==> src/rtl/sprite_bitmap_store.sv <==
// Animated sprite bitmap store: per-pixel lookup with 1-cycle latency,
// vsync-paced frame advance and a valid/ready row write port.
module sprite_bitmap_store #(
    parameter int FRAME_LEN   = 2,
    parameter int FRAME_TIME  = 30,
    parameter int SPRITE_SIZE = 16,
    localparam int FW = (FRAME_LEN > 1) ? $clog2(FRAME_LEN) : 1
) (
    input  logic          clk,
    input  logic          reset,
    input  logic          vsync,
    input  logic          anim_en,
    input  logic [3:0]    yin,
    input  logic [3:0]    xin,
    output logic          pix,
    output logic [FW-1:0] frame,
    input  logic          wr_valid,
    output logic          wr_ready,
    input  logic [FW-1:0] wr_frame,
    input  logic [3:0]    wr_row,
    input  logic [15:0]   wr_data,
    output logic          busy
);

    localparam int DEPTH = FRAME_LEN * SPRITE_SIZE;
    localparam int AW    = $clog2(DEPTH);
    localparam int TW    = $clog2(FRAME_TIME + 1);

    localparam logic [AW-1:0] LAST  = AW'(DEPTH - 1);
    localparam logic [FW-1:0] FLAST = FW'(FRAME_LEN - 1);
    localparam logic [FW:0]   FLEN  = (FW + 1)'(FRAME_LEN);
    localparam logic [TW-1:0] TLAST = TW'(FRAME_TIME - 1);

    typedef enum logic {
        CLEAR,
        IDLE
    } state_t;

    state_t state, state_nxt;

    logic [AW-1:0] ptr;
    logic [15:0]   mem [DEPTH];
    logic          vsync_q;
    logic [TW-1:0] tick;
    logic          vs_edge;
    logic          wr_fire;
    logic          wr_keep;
    logic [AW-1:0] raddr;
    logic [AW-1:0] waddr;

    assign vs_edge = vsync & ~vsync_q;
    assign wr_fire = wr_valid & wr_ready;
    // Out-of-range frames still complete the handshake, data is dropped
    assign wr_keep = wr_fire & ({1'b0, wr_frame} < FLEN);
    assign raddr   = AW'({frame, yin});
    assign waddr   = AW'({wr_frame, wr_row});

    always_comb begin
        state_nxt = state;
        busy      = 1'b0;
        wr_ready  = 1'b0;
        unique case (state)
            CLEAR: begin
                busy = 1'b1;
                if (ptr == LAST)
                    state_nxt = IDLE;
            end
            IDLE: wr_ready = 1'b1;
            default: ;
        endcase
    end

    always_ff @(posedge clk) begin
        if (reset) begin
            state <= CLEAR;
            ptr   <= '0;
        end else begin
            state <= state_nxt;
            if (state == CLEAR)
                ptr <= ptr + AW'(1);
        end
    end

    always_ff @(posedge clk) begin
        if (state == CLEAR)
            mem[ptr] <= '0;
        else if (wr_keep)
            mem[waddr] <= wr_data;
    end

    // Read-before-write: a same-cycle write is seen on the next lookup
    always_ff @(posedge clk) begin
        if (reset || state == CLEAR)
            pix <= 1'b0;
        else
            pix <= mem[raddr][~xin];
    end

    always_ff @(posedge clk) begin
        if (reset) begin
            vsync_q <= 1'b0;
            tick    <= '0;
            frame   <= '0;
        end else begin
            vsync_q <= vsync;
            if (vs_edge && anim_en) begin
                if (tick == TLAST) begin
                    tick  <= '0;
                    frame <= (frame == FLAST) ? '0 : frame + FW'(1);
                end else begin
                    tick <= tick + TW'(1);
                end
            end
        end
    end

endmodule
==> config.mk <==
export PLATFORM = sky130hd
export DESIGN_NAME = sprite_bitmap_store
export DESIGN_NICKNAME = d
export VERILOG_FILES = /design/src/rtl/sprite_bitmap_store.sv
export SDC_FILE = /design/constraint.sdc
export NUM_CORES = 1
export LEC_CHECK = 0
export ABC_AREA = 1
export CORE_ASPECT_RATIO = 0.6
export CORE_MARGIN = 1.5
export CORE_UTILIZATION = 40
export CTS_CLUSTER_SIZE = 28
export DETAILED_ROUTE_END_ITERATION = 7
export GPL_TIMING_DRIVEN = 0
export PLACE_DENSITY = 0.52
export SLEW_MARGIN = 20
export SYNTH_ARGS = -nofsm -noshare
export SYNTH_HDL_FRONTEND = slang
export SYNTH_SLANG_ARGS = --single-unit
==> constraint.sdc <==
create_clock -name clk -period 6 [get_ports clk]
set_clock_uncertainty 0.2 [all_clocks]
set_input_delay 1.2 -clock clk [delete_from_list [all_inputs] [get_ports clk]]
set_output_delay 1.2 -clock clk [all_outputs]
set_load 0.02 [all_outputs]
Yosys cells after proc, flatten, opt, wreduce, memory -nomap -nowiden
Memories as Yosys holds them, arrays and structs flattened.
Cells that the tools add are included.
- $add $sub $neg: 3
- $lt $le $gt $ge: 1
- equality and inequality tests: 2
- multiplexer cells: 14
- bitwise logic cells: 5
- reductions and logical operators: 4
- operators with widths (operator ; number):
    16-bit two-way mux ; 1
    16-bit OR reduction ; 1
    5-bit by 1-bit adder with 5-bit output, second input constant ; 2
    5-bit == test, second input constant ; 2
    1-bit two-way mux ; 10
    5-bit two-way mux ; 2
    4-bit by 5-bit less-than comparator with 1-bit output, second input constant ; 1
    1-bit binary-select mux with 4-bit select ; 1
    4-bit inverter ; 1
    1-bit AND ; 2
    1-bit inverter ; 2
    2-bit AND reduction ; 1
    1-bit adder, second input constant ; 1
    1-bit logical AND ; 1
    1-bit logical OR ; 1
- register bits after elaboration: 14
- memory bits (writable): 512
- bits of input ports: 34
- output and inout port bits: 4
- memories: 1
- memory list (name ; depth ; width ; rd ports ; clocked after Yosys merged registers in ; wr ports ; line ; source):
    mem ; 32 ; 16 ; 1 ; 0 ; 1 ; 42 ; logic [15:0] mem [DEPTH];

Depth between registers and ports, before layout
Gate-level depths: netlist of run 1.
- depth after elaboration: 7
- mapped depth: 16
- gate-level depth less buffers: 13

Least setup slack after synthesis of run 1
Ideal clock, no wire load.
- path kind: input-to-reg
- from: in wr_valid
- to: mem mem[0][0], enable pin
- setup time: 0.389 ns
- arrival time: 2.753 ns
- required time: 5.411 ns
- setup slack: 2.659 ns
- cell stages on the path: 8
- cell sequence: nand2_1 buf_2 nand2_1 o21ai_0 inv_1 nor2_1 nand2_1 nor2_1
- cells in the longest elaborated chain, start to end: 6
- elaborated cells between the ends (all ways): 7
- RTL lines (item ; line ; source):
    from (decl) ; 17 ; input logic wr_valid,
    1-bit AND (*) ; 52 ; assign wr_fire = wr_valid & wr_ready;
    1-bit two-way mux (*) ; 87 ; else if (wr_keep)
    1-bit two-way mux (*) ; 85 ; if (state == CLEAR)
    1-bit two-way mux (not written as such) (*) ; 88 ; mem[waddr] <= wr_data;
    16-bit OR reduction (no line) ; -- ;
    5-bit two-way mux (no line) / 1-bit two-way mux (equally long branches) ; -- ;
    to (decl) ; 42 ;
Every way passes the cells marked *; elsewhere a longest branch is shown, timed or not.

Worst setup path after layout of run 1
- from: in wr_valid
- to: mem mem[14][11], enable pin
The elaborated chain is that of the path after synthesis.

==> metrics.md, run 1 <==
| Metric | Value |
|---|---|
| Final setup viols | 0 |
| Clock sink total | 526 |
| Die height | 183 µm |
| Final hold violation count | 0 |
| Crit path launch type | input pin |
| Post-synth top area share | 71.1% |
| Clock-pin slew on the worst setup and hold paths | 0.06 ns |
| Top-count cell post-synth | nand2_1 |
| Cell area after placement | 24100 µm² |
| Post-synth top area cell | edfxtp_1 |
| IO Pins | 38 |
| Post-synth cell types | 27 |
| R2R Setup Slk | 2.62 ns |
| Compound-cell area share of the yosys netlist | 0.411% |
| Clock Latency Late Sink | 0.57 ns |
| CP endpoint kind | register |
| FILL cells | 4645 |
| RR Endpoint | mem[14][11] |
| Hold Path Depth | 2 |
| R2r worst-path depth | 10 |
| Worst Path Max Fanout | 10 |
| Mean Syn Cell Area | 11.8 µm² |
| DRC | 0 |
| CTS resizes | 0 |
| Status | complete, no violations |
| Critical path's slowest cell | nor2_4 |
| Hold Buf Count CTS | 0 |
| Root buffer cell | clkbuf_16 |
| Total grt overflow | 0 |
| Hold Crit Class | reg -> reg |
| Initial antenna violation count | 2 |
| CP bufs+invs | 4 |
| Yosys warnings | 0 |
| Worst R2R Start | state |
| Worst vdd ir | 0.163 mV |
| Tmin final | 3.93 ns |
| Non-filler cells, final | 2691 |
| DR WL/cell | 26.6 µm |
| Ys flop type | edfxtp_1 |
| # diodes | 0 |
| FMAX | 254 MHz |
| Vias in the first global route | 14.2k |
| Mux cell area share after synthesis | 0.0463% |
| Final slew viol count | 0 |
| Maximum buffer depth of the clock tree | 3 |
| Critical path type | in -> reg |
| Total negative slack | 0 ns |
| Pwr Total | 7610 µW |
| Area growth syn-to-layout | 18.1% |
| Post-DP HPWL | 48700 µm |
| Pwr dens | 298 nW/µm² |
| Synth top cells by count | 547 x nand2_1, 512 x edfxtp_1, 504 x nand3_1, 66 x nor2_1, 42 x inv_1 |
| Number of port buffers | 34 |
| Slew headroom | 31.7% |
| First-pass DRT Iterations | 6 |
| Post-Synth Simple-Gate Area | 22.6% |
| Global-route wire length before repair | 103000 µm |
| Sequential area share after synthesis | 72.4% |
| Nets | 1990 |
| Width of the die | 303 µm |
| Vias per cell | 5.64 |
| CTS Buf Count | 48 |
| Inst Count DP | 2605 |
| Critical path's largest stage delay | 0.60 ns |
| Worst Tran Pin Value | 1.02 ns |
| Total track usage | 26.3% |
| Post-synth EDFFs | 512 |
| Pleak | 0.00900 µW |
| Crit path cell chain | clkdlybuf4s50_1 -> nand2_1 -> buf_2 -> nand2_1 -> o21ai_0 -> inv_1 -> nor2_1 -> nand2_1 -> nor2_4 -> buf_16 |
| Part of the cycle the worst path needs | 65.5% |
| Max Cap Violations | 0 |
| HP Start | tick[0] |
| Fin util | 48.3% |
| Adder-Cell Fraction of Synth Area | 0.231% |
| Crit-path most repeated cell | nand2_1 |
| Fraction of layout cells with a size suffix above 1 | 11.9% |
| Mapped Nets | 1871 |
| Post-synthesis instance total | 1833 |
| Core area | 52900 µm² |
| Design Area, Final | 25500 µm² |
| Htree depth | 2 |
| Vias | 15.2k |
| Ranking of synthesized cells by area | edfxtp_1 71%, nand3_1 12%, nand2_1 9.5% |
| Row cnt | 65 |
| Initial DRC count | 1946 |
| Initial Utilization | 40.9% |
| RSZ-0062 raised after global routing | no |
| Largest family of logic cells by synthesized area | simple AND/OR/NAND/NOR gates |
| Cell family with most CP delay | simple AND/OR/NAND/NOR gates |
| #FFs+latches synth | 526 |
| Worst EP arrival | 4.01 ns |
| Ys async rst share | 0% |
| Worst Hold Path EP | tick[0] |
| Die ar. | 55500 µm² |
| CTS tree | yes |
| Postcts setup bufs | 0 |
| ANT nets after route | 0 |
| CP Data Required Time | 6.08 ns |
| Pin count of the biggest net entering global routing | 33 |
| Mapped Area | 21600 µm² |
| GP Congestion | 0.953 |
| Post-synthesis xor/xnor area fraction | 0.0810% |
| Final wirelength | 71700 µm |
## sequential cells by signal, summed over array words and instances (netlist names)
signal	cells
vsync_q	1
frame	1
mem	512
ptr	5
state	1
tick	5
pix	1
## logic make-up after synthesis
logic type / after synthesis
and+or+nand+nor: 1127
DFF: 526
buffers and inverters: 156
AOI/OAI and AO/OA: 17
adders and majority gates: 4
xor gates and xnor gates: 2
muxes: 1
## placed cells by master, fill, tap and decap left out
cell / Yosys / routed
buf_16: 0 / 28
inv_2: 1 / 1
mux2i_1: 1 / 1
inv_1: 42 / 42
buf_12: 2 / 4
nor2_2: 0 / 5
buf_6: 22 / 24
nor2_1: 66 / 18
nand4_1: 1 / 1
nor2_4: 0 / 43
o21ai_1: 1 / 1
nor3_1: 7 / 7
a31oi_1: 1 / 1
nor4_1: 1 / 1
nand3_1: 504 / 504
clkbuf_2: 1 / 1
dfxtp_1: 14 / 14
nor3b_1: 1 / 1
bufinv_16: 0 / 4
clkinv_2: 0 / 8
clkdlybuf4s50_1: 0 / 34
inv_6: 1 / 1
clkinv_1: 0 / 17
buf_8: 0 / 3
o21ai_0: 8 / 8
buf_4: 24 / 24
edfxtp_1: 512 / 512
ha_1: 4 / 4
buf_1: 13 / 12
clkinv_4: 0 / 1
buf_2: 40 / 41
xor2_1: 2 / 2
a211oi_1: 1 / 1
nand2_1: 547 / 547
a21oi_1: 6 / 6
clkbuf_16: 0 / 49
clkbuf_1: 10 / 17
## worst max path at each step
stage                  start     endpoint  slack, ns  depth (start not counted)
floorplan           wr_valid    mem[0][0]       2.66                          8
global placement    wr_valid   mem[14][0]       0.35                          9
CTS                 wr_valid   mem[14][2]       2.18                         10
detailed placement  wr_valid   mem[14][0]       1.59                         10
finish              wr_valid  mem[14][11]       2.07                         10
global route        wr_valid   mem[14][4]       2.06                         10
## routing by layer
metal / track usage, % / part of all wire, %
met1: 41.2 / 46
met2: 36.8 / 42
met3: 6.75 / 11
met4: 4.40 / 1.6
met5: 0 / 0.015
## power by group
part / internal [µW] / leakage (µW) / switching, µW
registers: 4020 / 0.00436 / 11.4
logic: 169 / 0.00391 / 379
clock network: 1660 / 0.000731 / 1380
total: 5840 / 0.00900 / 1770
## final cells by class
class	count	area, µm²	share of cell area (%)
Buffer	112	761	2.98
Clock buffer	56	1250	4.90
Clock inverter	30	233	0.911
Inverter	44	170	0.666
Multi-Input combinational cell	1151	5380	21.1
Sequential cell	526	15700	61.3
Tap cell	703	880	3.44
Timing Repair Buffer	69	1220	4.77
## worst min-delay path, cell delays in order (launching register included)
cell and delay, ns:
dfxtp_1 0.34, nand2_1 0.07, a21oi_1 0.05
## stage by stage
stage                     worst slack [ns]  hold WS (ns)
after CTS                             2.18         0.314
after global routing                  2.06         0.338
after global placement               0.346         0.291
after floorplan                       2.66         0.248
final                                 2.07         0.310
after detailed placement              1.59         0.304
No activity file was read; power rests on OpenSTA's default activity.
==> inputs of run 2 (changes only) <==
--- a/config.mk
+++ b/config.mk
@@ -12,7 +12,7 @@
 export CTS_CLUSTER_SIZE = 28
 export DETAILED_ROUTE_END_ITERATION = 7
 export GPL_TIMING_DRIVEN = 0
-export PLACE_DENSITY = 0.52
+export PLACE_DENSITY = 0.54
 export SLEW_MARGIN = 20
 export SYNTH_ARGS = -nofsm -noshare
 export SYNTH_HDL_FRONTEND = slang
==> constraint.sdc (replaced) <==
create_clock -name clk -period 3.2 [get_ports clk]
set_clock_uncertainty 0.2 [all_clocks]
set_input_delay 0.64 -clock clk [delete_from_list [all_inputs] [get_ports clk]]
set_output_delay 0.64 -clock clk [all_outputs]
set_load 0.02 [all_outputs]
==> run 2 against run 1 <==
- the run now ends with setup timing left
- flip-flop and latch count is the same
- sequential share of layout area shrank 1.3 points
- final cell count up 1.4%
- routed wire length up 1.9%
- via count increased by 3.5%
- die area stayed put
- utilization grew 1.0 points
- first-iteration DRC count fell by 1.1%
- hold slack improved by 0.011 ns
- final area rose by 2.1%
==> metrics.md, run 2 (synthesis gave the netlist of run 1 again) <==
| Metric | Value |
|---|---|
| Worst vdd ir | 0.427 mV (+160%) |
| CTS tree | yes |
| CTS Buf Count | 49 (+2.1%) |
| Hold Buf Count CTS | 0 (unchanged) |
| CP endpoint kind | register |
| Leading registers by flop count | mem (512), ptr (5), tick (5) |
| Part of the cycle the worst path needs | 102% |
| Clock sink total | 526 (unchanged) |
| Initial Utilization | 40.9% (unchanged) |
| Post-DP HPWL | 48000 µm (-1.5%) |
| # diodes | 0 (unchanged) |
| Pwr dens | 557 nW/µm² (+87%) |
| Design Area, Final | 26100 µm² (+2.1%) |
| Max reg flops | 512 (unchanged) |
| Met1 usage | 41.2% (about the same) |
| Final wirelength | 73000 µm (+1.9%) |
| FILL cells | 4543 (-2.2%) |
| Area growth syn-to-layout | 20.6% |
| FMAX | 306 MHz |
| CP Data Required Time | 3.28 ns (-2.80 ns) |
| Critical path type | reg -> reg |
| Final setup viols | 195 (+195) |
| DRC | 0 (unchanged) |
| Nets | 2025 (+1.8%) |
| Cell area after placement | 24000 µm² (-0.39%) |
| Initial antenna violation count | 0 (-2) |
| Total track usage | 26.3% (+0.030 points) |
| Vias in the first global route | 14.2k (-0.021%) |
| Die height | 183 µm (unchanged) |
| Post-route setup slack | -0.0722 ns (-2.14 ns) |
| Initial DRC count | 1924 (-1.1%) |
| Number of port buffers | 34 (unchanged) |
| Worst EP arrival | 3.36 ns (-0.65 ns) |
| Global-route wire length before repair | 103000 µm (about the same) |
| Met2 usage | 36.8% (about the same) |
| Hold Crit Class | reg -> reg |
| Root buffer cell | clkbuf_16 |
| Die ar. | 55500 µm² (unchanged) |
| Most common cell after layout, fill and taps aside | nand2_1 |
| ANT nets after route | 0 (unchanged) |
| Pleak | 0.00928 µW (+3.1%) |
| Pwr Total | 14500 µW (+91%) |
| Clock Latency Late Sink | 0.58 ns (about the same) |
| Row cnt | 65 (unchanged) |
| Maximum buffer depth of the clock tree | 3 (unchanged) |
| Final slew viol count | 0 (unchanged) |
| Worst Tran Pin Value | 1.14 ns (+0.118 ns) |
| DR WL/cell | 26.8 µm (+0.47%) |
| IO Pins | 38 (unchanged) |
| Width of the die | 303 µm (unchanged) |
| Vias per cell | 5.76 (+2.1%) |
| Worst hold margin | 0.321 ns (+0.0110 ns) |
| Tmin final | 3.27 ns |
| Status | finished, violations left |
| Slew headroom | 23.8% (-7.9 points) |
| Vias | 15.7k (+3.5%) |
| Total negative slack | -3.85 ns (-3.85 ns) |
| Clock-pin slew on the worst setup and hold paths | 0.07 ns (about the same) |
| Max Cap Violations | 0 (unchanged) |
| Failing checks | setup timing |
| GP Congestion | 0.871 (-8.5%) |
| Fin util | 49.3% (+1.0 points) |
| Worst Path Max Fanout | 10 (unchanged) |
| Final hold violation count | 0 (unchanged) |
| Met3 usage | 5.85% (-0.90 points) |
| Total grt overflow | 0 (unchanged) |
| Fraction of layout cells with a size suffix above 1 | 13.9% (+2.0 points) |
| Htree depth | 2 (unchanged) |
| Pin count of the biggest net entering global routing | 33 (unchanged) |
| Crit path launch type | register |
| Largest Register | mem |
| Core area | 52900 µm² (unchanged) |
| First-pass DRT Iterations | 6 (unchanged) |
| Most frequent cells in the layout | 547 x nand2_1, 512 x edfxtp_1, 502 x nand3_1 |
| Most Crowded Layer GR | met1 |
## run 2: changes by cell type in the layout (fill, tap and decap cells not counted), sizes merged
cell,previous run,this run
buf,136,168
bufinv,4,5
clkbuf,67,77
clkdlybuf4s15,0,1
clkinv,26,15
clkinvlp,0,3
inv,44,45
## run 2: worst max-delay path, stage by stage, from the launching register on
cell      delay, ns
dfxtp_1        0.32
clkbuf_2       0.19
nand2_1        0.25
clkbuf_4       0.37
nand2_1        0.15
o21ai_0        0.22
inv_1          0.16
nor2_1         0.28
nand2_1        0.33
nor2_4         0.26
buf_4          0.23
## run 2: final cells by class
class                   instances  area [µm²]  share of cell area, %
well taps                     703         880                   3.37
repair buffers                103        1640                   6.30
plain buffers                 112         769                   2.95
clock buffers                  65        1350                   5.17
clock inverters                24         249                  0.954
inverters                      44         170                  0.652
multi-input cells            1151        5380                   20.6
flip-flops and latches        526       15700                   60.0
## run 2: worst paths after layout
check        slack [ns]  cells after the start    start        end
max               -0.07                     10    state  mem[7][6]
min                0.32                      2  tick[1]    tick[1]
max reg2reg       -0.07                     10    state  mem[7][6]
min reg2reg        0.32                      2  tick[1]    tick[1]
## run 2: repair_timing
| item | 4_1_cts | 5_1_grt |
|---|---|---|
| setup buffers | 21 | 15 |
| resized for setup | 0 | 4 |
| hold endpoints to repair | 0 | 0 |
| pin swaps | 19 | 13 |
| endpoints found under the setup margin | 198 | 450 |
## run 2: power breakdown
group / switching [µW] / leakage [µW] / internal (µW)
sequential: 21.9 / 0.00436 / 7530
combinational: 712 / 0.00414 / 319
clock: 2590 / 0.000777 / 3370
## run 2: metrics by stage
stage	setup slack (ns)	cells
detailed placement	-0.699	2603
CTS	0.00327	2713
global route	-0.150	2728
global placement	-1.81	2570
floorplan	0.419	1833
finish	-0.0722	2728
## run 2: per-layer routing
metal	part of all wire (%)	vias to the layer above
met5	0.048	-
met4	2.7	2
met3	12	140
met2	42	957
met1	44	7802
li1	-	6799
==> RTL change 1, RTL diff (flow settings as in run 2) <==
Make the reset (`reset`) asynchronous in 2 clocked blocks.
--- a/src/rtl/sprite_bitmap_store.sv
+++ b/src/rtl/sprite_bitmap_store.sv
@@ -70,7 +70,7 @@
         endcase
     end
 
-    always_ff @(posedge clk) begin
+    always_ff @(posedge clk or posedge reset) begin
         if (reset) begin
             state <= CLEAR;
             ptr   <= '0;
@@ -96,7 +96,7 @@
             pix <= mem[raddr][~xin];
     end
 
-    always_ff @(posedge clk) begin
+    always_ff @(posedge clk or posedge reset) begin
         if (reset) begin
             vsync_q <= 1'b0;
             tick    <= '0;
Check against the original RTL: same outputs for any inputs over 10 cycles, from zero or initial values and one cycle with reset high; that may be too few to reach the edited logic, so the function may still have changed.
==> RTL change 1 against run 2 <==
The run still ends with setup timing left. Sequential share of layout area increased by 0.43 points. Total power is 0.91% lower. Count of clock-buffer cells in the layout increased by 8. Largest cell class unchanged. Die area hardly changed. Sequential cell count unchanged. Wire length grew 0.15%. Largest power group unchanged. Cell count unchanged. Maximum frequency increased by 0.82%. Setup slack better by 0.027 ns. Area after synthesis about the same. Final area fell by 0.30%. Clock power decreased by 5.0%.
==> RTL change 1: results (changes against run 2) <==
The met3 routing resource usage after global routing is 6.85% (+1.0 points). The peak ir drop on the vdd network came out at 326 uV (-24%). The placed wire-length estimate after detailed placement came to 48800 um (+1.7%). The number of DRC markers in iteration 0 is 2170 (+13%).

The final antenna diode count came to 0 (unchanged). The number of max-slew violations in the final report is 0 (unchanged). The wire length of the first global-routing pass came out at 103000 um (about the same). The number of antenna violations at the first check in global routing is 1 (+1). The total number of H-tree levels came out at 2 (unchanged). The count of flip-flops with a built-in enable after synthesis came out at 512 (unchanged). The cell at the root of the clock tree is sky130_fd_sc_hd__clkbuf_16.

In the post-synthesis netlist, the biggest area contributors are sky130_fd_sc_hd__edfxtp_1 (71%), sky130_fd_sc_hd__nand3_1 (12%), sky130_fd_sc_hd__nand2_1 (9.5%). The final worst hold slack came out at 0.244 ns (-0.0773 ns). The aggregate routed wire length is 73100 um (+0.15%). The number of warnings printed during yosys synthesis is 0 (unchanged). The latest clock arrival within the worst-skew pair came out at 0.59 ns. The number of iterations in the first detailed-routing pass is 8 (+2). The net count of the mapped netlist was 1863 (-0.43%). The sequential-to-total area share from yosys stat was 72.6% (+0.27 points). The final setup violation count came out at 2 (-99%). The via density per instance is 5.68 (-1.2%). The async set or reset register ratio after synthesis came out at 2.47% (+2.5 points).

The type of the worst min-delay path is in2async. The flow ran to the end, but the final reports show violations. The number of global-route vias before repair is 14200 (+0.11%).

The headroom to the max-slew limit is 22.4% (-1.4 points). The maximum root-to-sink buffer count is 3 (unchanged). The largest net degree at the start of global routing came out at 33 (unchanged).

The fraction of layout cells with a size suffix above 1 is 13.7% (-0.20 points). The count of unique library cells instantiated by Yosys is 25 (-7.4%). The number of buffers created by CTS is 49 (unchanged). The maximum fanout encountered on the critical timing path came to 10 (unchanged). The final layout net count came out at 2022 (-0.15%).

The commonest cells after synthesis are sky130_fd_sc_hd__nand2_1 (550), sky130_fd_sc_hd__edfxtp_1 (512), sky130_fd_sc_hd__nand3_1 (505). The count of port buffers added during placement is 34 (unchanged). The clock transition at the registers of the reported paths is 0.07 ns (about the same). The global routing met1 resource utilization is 41.3% (+0.10 points).

The post-route worst setup slack was -0.0457 ns (+0.0265 ns). In the final layout, the registers with the most flip-flops are mem (512), ptr (5), tick (5). The checks that failed: setup timing. The cell leakage power is 9.67 nW (+4.2%). The total routing usage reported by global routing came out at 26.4% (+0.061 points). The worst setup slack before clock tree synthesis is -0.725 ns (-0.0267 ns).

The met2 track demand over resource in global routing is 36.4% (-0.36 points). The global placement routability congestion is 0.858 (-1.6%).
-- RTL change 1: per-layer routing --
layer  vias up  share of wire (%)
met5         -                  0
met4         0                2.2
met3       116                 12
met2       852                 41
met1      7781                 45
li1       6756                  -
-- RTL change 1: report_power, final --
part,internal (mW),switching [mW]
Combinational,0.327,0.797
Sequential,7.60,0.0248
Clock,3.08,2.58
-- RTL change 1: what timing repair did --
item	in CTS	in global routing
endpoints found under the hold margin	0	0
resized for setup	0	5
endpoints found under the setup margin	59	276
pin swaps	7	17
buffers inserted	8	24
-- RTL change 1: final cells by class --
class	count	area, um2
Buffer	111	737
Clock buffer	73	1390
Clock inverter	19	113
Fill cell	4605	27000
Inverter	43	166
Multi-Input combinational cell	1145	5330
Sequential cell	526	15700
Tap cell	703	880
Timing Repair Buffer	108	1680
-- RTL change 1: cells by family (layout without fill, tap and decap cells) --
family          count (synthesis)  count (layout)  synth area share (%)
compound gates                 11              11                 0.254
xor+xnor                        5               5                 0.202
fa+ha+maj                       4               4                 0.231
buf+inv                       154             354                  4.15
flops                         526             526                  72.6
mux                             1               1                0.0463
simple gates                 1124            1124                  22.5
-- RTL change 1: worst max-delay path, stage by stage (launching register included) --
cell	delay (ns)
sky130_fd_sc_hd__dfrtp_1	0.46
sky130_fd_sc_hd__buf_2	0.26
sky130_fd_sc_hd__inv_1	0.39
sky130_fd_sc_hd__clkbuf_1	0.90
sky130_fd_sc_hd__nand3_1	0.16
sky130_fd_sc_hd__nand3_1	0.25
sky130_fd_sc_hd__nand2_1	0.16
sky130_fd_sc_hd__nand2_1	0.09
sky130_fd_sc_hd__nand3_1	0.07
sky130_fd_sc_hd__nand3_1	0.09
sky130_fd_sc_hd__nand2_1	0.06
sky130_fd_sc_hd__nor2_1	0.08
-- RTL change 1: path summary, 6_finish.rpt --
path / to / cells after the start / from
hold reg to reg: tick[4]$_DFFE_PP0P_ / 2 / tick[4]$_DFFE_PP0P_
setup / recovery: pix$_SDFF_PP0_ / 11 / frame$_DFFE_PP0P_
max in group asynchronous: tick[2]$_DFFE_PP0P_ / 2 / reset
hold / removal: ptr[1]$_DFFE_PP0N_ / 2 / reset
min in group clk: vsync_q$_DFF_PP0_ / 1 / vsync
setup reg to reg: pix$_SDFF_PP0_ / 11 / frame$_DFFE_PP0P_
-- RTL change 1: stage by stage --
step	power, mW	cells	TNS, ns	instance area (um2)
4_1_cts	14.4	2704	0	25700
5_1_grt	14.8	2728	-2.56	26000
3_5_place_dp	8.85	2604	-235.93	24100
3_3_place_gp	8.76	2562	-1290.97	22900
6_report	14.4	2728	-0.0479	26000
2_1_floorplan	8.35	1825	0	21600
==> RTL change 2, RTL diff (flow settings as in run 2) <==
Without the edit above. Change the parameter `FRAME_TIME` from 30 to 60.
--- a/src/rtl/sprite_bitmap_store.sv
+++ b/src/rtl/sprite_bitmap_store.sv
@@ -2,7 +2,7 @@
 // vsync-paced frame advance and a valid/ready row write port.
 module sprite_bitmap_store #(
     parameter int FRAME_LEN   = 2,
-    parameter int FRAME_TIME  = 30,
+    parameter int FRAME_TIME  = 60,
     parameter int SPRITE_SIZE = 16,
     localparam int FW = (FRAME_LEN > 1) ? $clog2(FRAME_LEN) : 1
 ) (
Behaviour: no difference found for any inputs over 10 cycles, from zero or initial values and one cycle with reset high; that may be too few to reach the edited logic, so the function may still have changed.
==> RTL change 2 against run 2 <==
Critical path depth up 3. Area after synthesis barely moved. Wire length shrank 0.73%. Final area barely moved. Via count is 1.6% lower. Setup slack gained 0.11 ns. Sequential cell count is 1 higher. Total power down 2.1%. Critical path type is now in2reg.
==> RTL change 2: results (changes against run 2) <==
The run finished with clean final reports. The count of plain and timing-repair buffers came out at 216 (+0.47%). The cell-internal power came out at 10.9 mW (-2.5%). The sum of negative setup slack was 0 ns (+3.85 ns). The cell family contributing the most delay on the critical path is buffers and inverters. The share of final layout cell area taken by non-clock buffers came out at 9.51% (+0.27 points). The wire length on met3 is 8510 um (-1.2%). After synthesis, the cell types taking the most area are sky130_fd_sc_hd__edfxtp_1 (71%), sky130_fd_sc_hd__nand3_1 (12%), sky130_fd_sc_hd__nand2_1 (9.4%).

By count the netlist is led by sky130_fd_sc_hd__nand2_1 (545), sky130_fd_sc_hd__edfxtp_1 (512), sky130_fd_sc_hd__nand3_1 (506). The mux share of post-synthesis cell area is 0.0462% (about the same). The number of signal-net inverters in the final layout is 45 (+2.3%). The total area of sequential cells came out at 15700 um2 (+0.13%). The wire length of the first global-routing pass came out at 102000 um (-1.0%). The worst setup slack before clock tree synthesis came to -0.819 ns (-0.120 ns).

The number of global-route vias before repair is 14400 (+1.3%). The via density per instance is 5.65 (-1.8%). The placed wire-length estimate after detailed placement is 48400 um (+0.88%).

The headroom to the max-slew limit came out at 16.0% (-7.7 points). The sequential-to-total area share from yosys stat is 72.4% (about the same). The count of unique library cells instantiated by Yosys is 28 (+3.7%). The fraction of standard cell area in multi-input logic was 20.7% (+0.058 points). The cell leakage power is 9.26 nW (-0.16%). The combinational fraction of design power came out at 7.3% (+0.2 points). The power dissipated in sequential cells came out at 7.56 mW (about the same).

The routed length on met2 is 29700 um (-2.3%). The portion of the layout cell area used by clock cells was 5.68% (-0.44 points). The met2 track demand over resource in global routing came to 35.6% (-1.3 points). The total instance count after detailed placement came out at 2616 (+0.50%). The synthesized-area fraction occupied by xor and xnor cells was 0.0809% (about the same). The power density relative to cell area came out at 546 nW/um2 (-2.1%). The global routing met1 resource utilization came out at 39.7% (-1.6 points). The cell with the largest stage delay on the worst path is sky130_fd_sc_hd__clkdlybuf4s15_1. The critical path's largest stage delay came out at 0.81 ns (+0.44 ns). The routed metal-1 wirelength is 32900 um (+2.8%). The number of iterations in the first detailed-routing pass came out at 5 (-1). The aggregate routed wire length came out at 72500 um (-0.73%). The total routing usage reported by global routing is 26.1% (-0.24 points). The peak ir drop on the vdd network is 422 uV (-1.2%).

The net count of the mapped netlist came out at 1877 (+0.32%). The arrival time of the worst setup path was 3.47 ns (+0.11 ns). The number of standard cells in the final layout excluding fillers came out at 2734 (+0.22%).

The synthesized-area fraction occupied by ao, oa, aoi and oai cells came out at 0.439% (+0.029 points). The final layout net count came out at 2032 (+0.35%). The fraction of layout cells with a size suffix above 1 is 14.0% (+0.064 points). The number of DRC markers in iteration 0 is 1948 (+1.2%). The multi-input combinational cell count came out at 1156 (+0.43%). The adder-cell share of the synthesized area came out at 0.173% (-0.058 points). The area of placed instances is 24100 um2 (+0.44%). The core utilization of the finished layout is 49.2% (-0.087 points).
RTL change 2: kinds of logic (layout without fill, tap and decap cells):
family,count (synthesis),after routing
AOI/OAI and AO/OA,19,19
xor gates and xnor gates,2,2
adders and majority gates,3,3
buffers and inverters,157,347
DFF,527,527
muxes,1,1
other,0,1
and+or+nand+nor,1131,1131
RTL change 2: repair_timing:
action	in CTS	in global routing
resized for setup	1	18
buffers inserted	11	20
hold buffers	0	0
pin swaps	7	16
setup endpoints to repair	405	256
RTL change 2: worst paths after layout:
kind | depth (start not counted) | start | slack, ns | endpoint
max | 13 | yin[2] | 0.03 | pix$_SDFF_PP0_
min | 2 | tick[2]$_SDFFE_PP0P_ | 0.29 | tick[2]$_SDFFE_PP0P_
max reg2reg | 10 | state$_SDFF_PP0_ | 0.05 | mem[22][12]$_DFFE_PP_
min reg2reg | 2 | tick[2]$_SDFFE_PP0P_ | 0.29 | tick[2]$_SDFFE_PP0P_
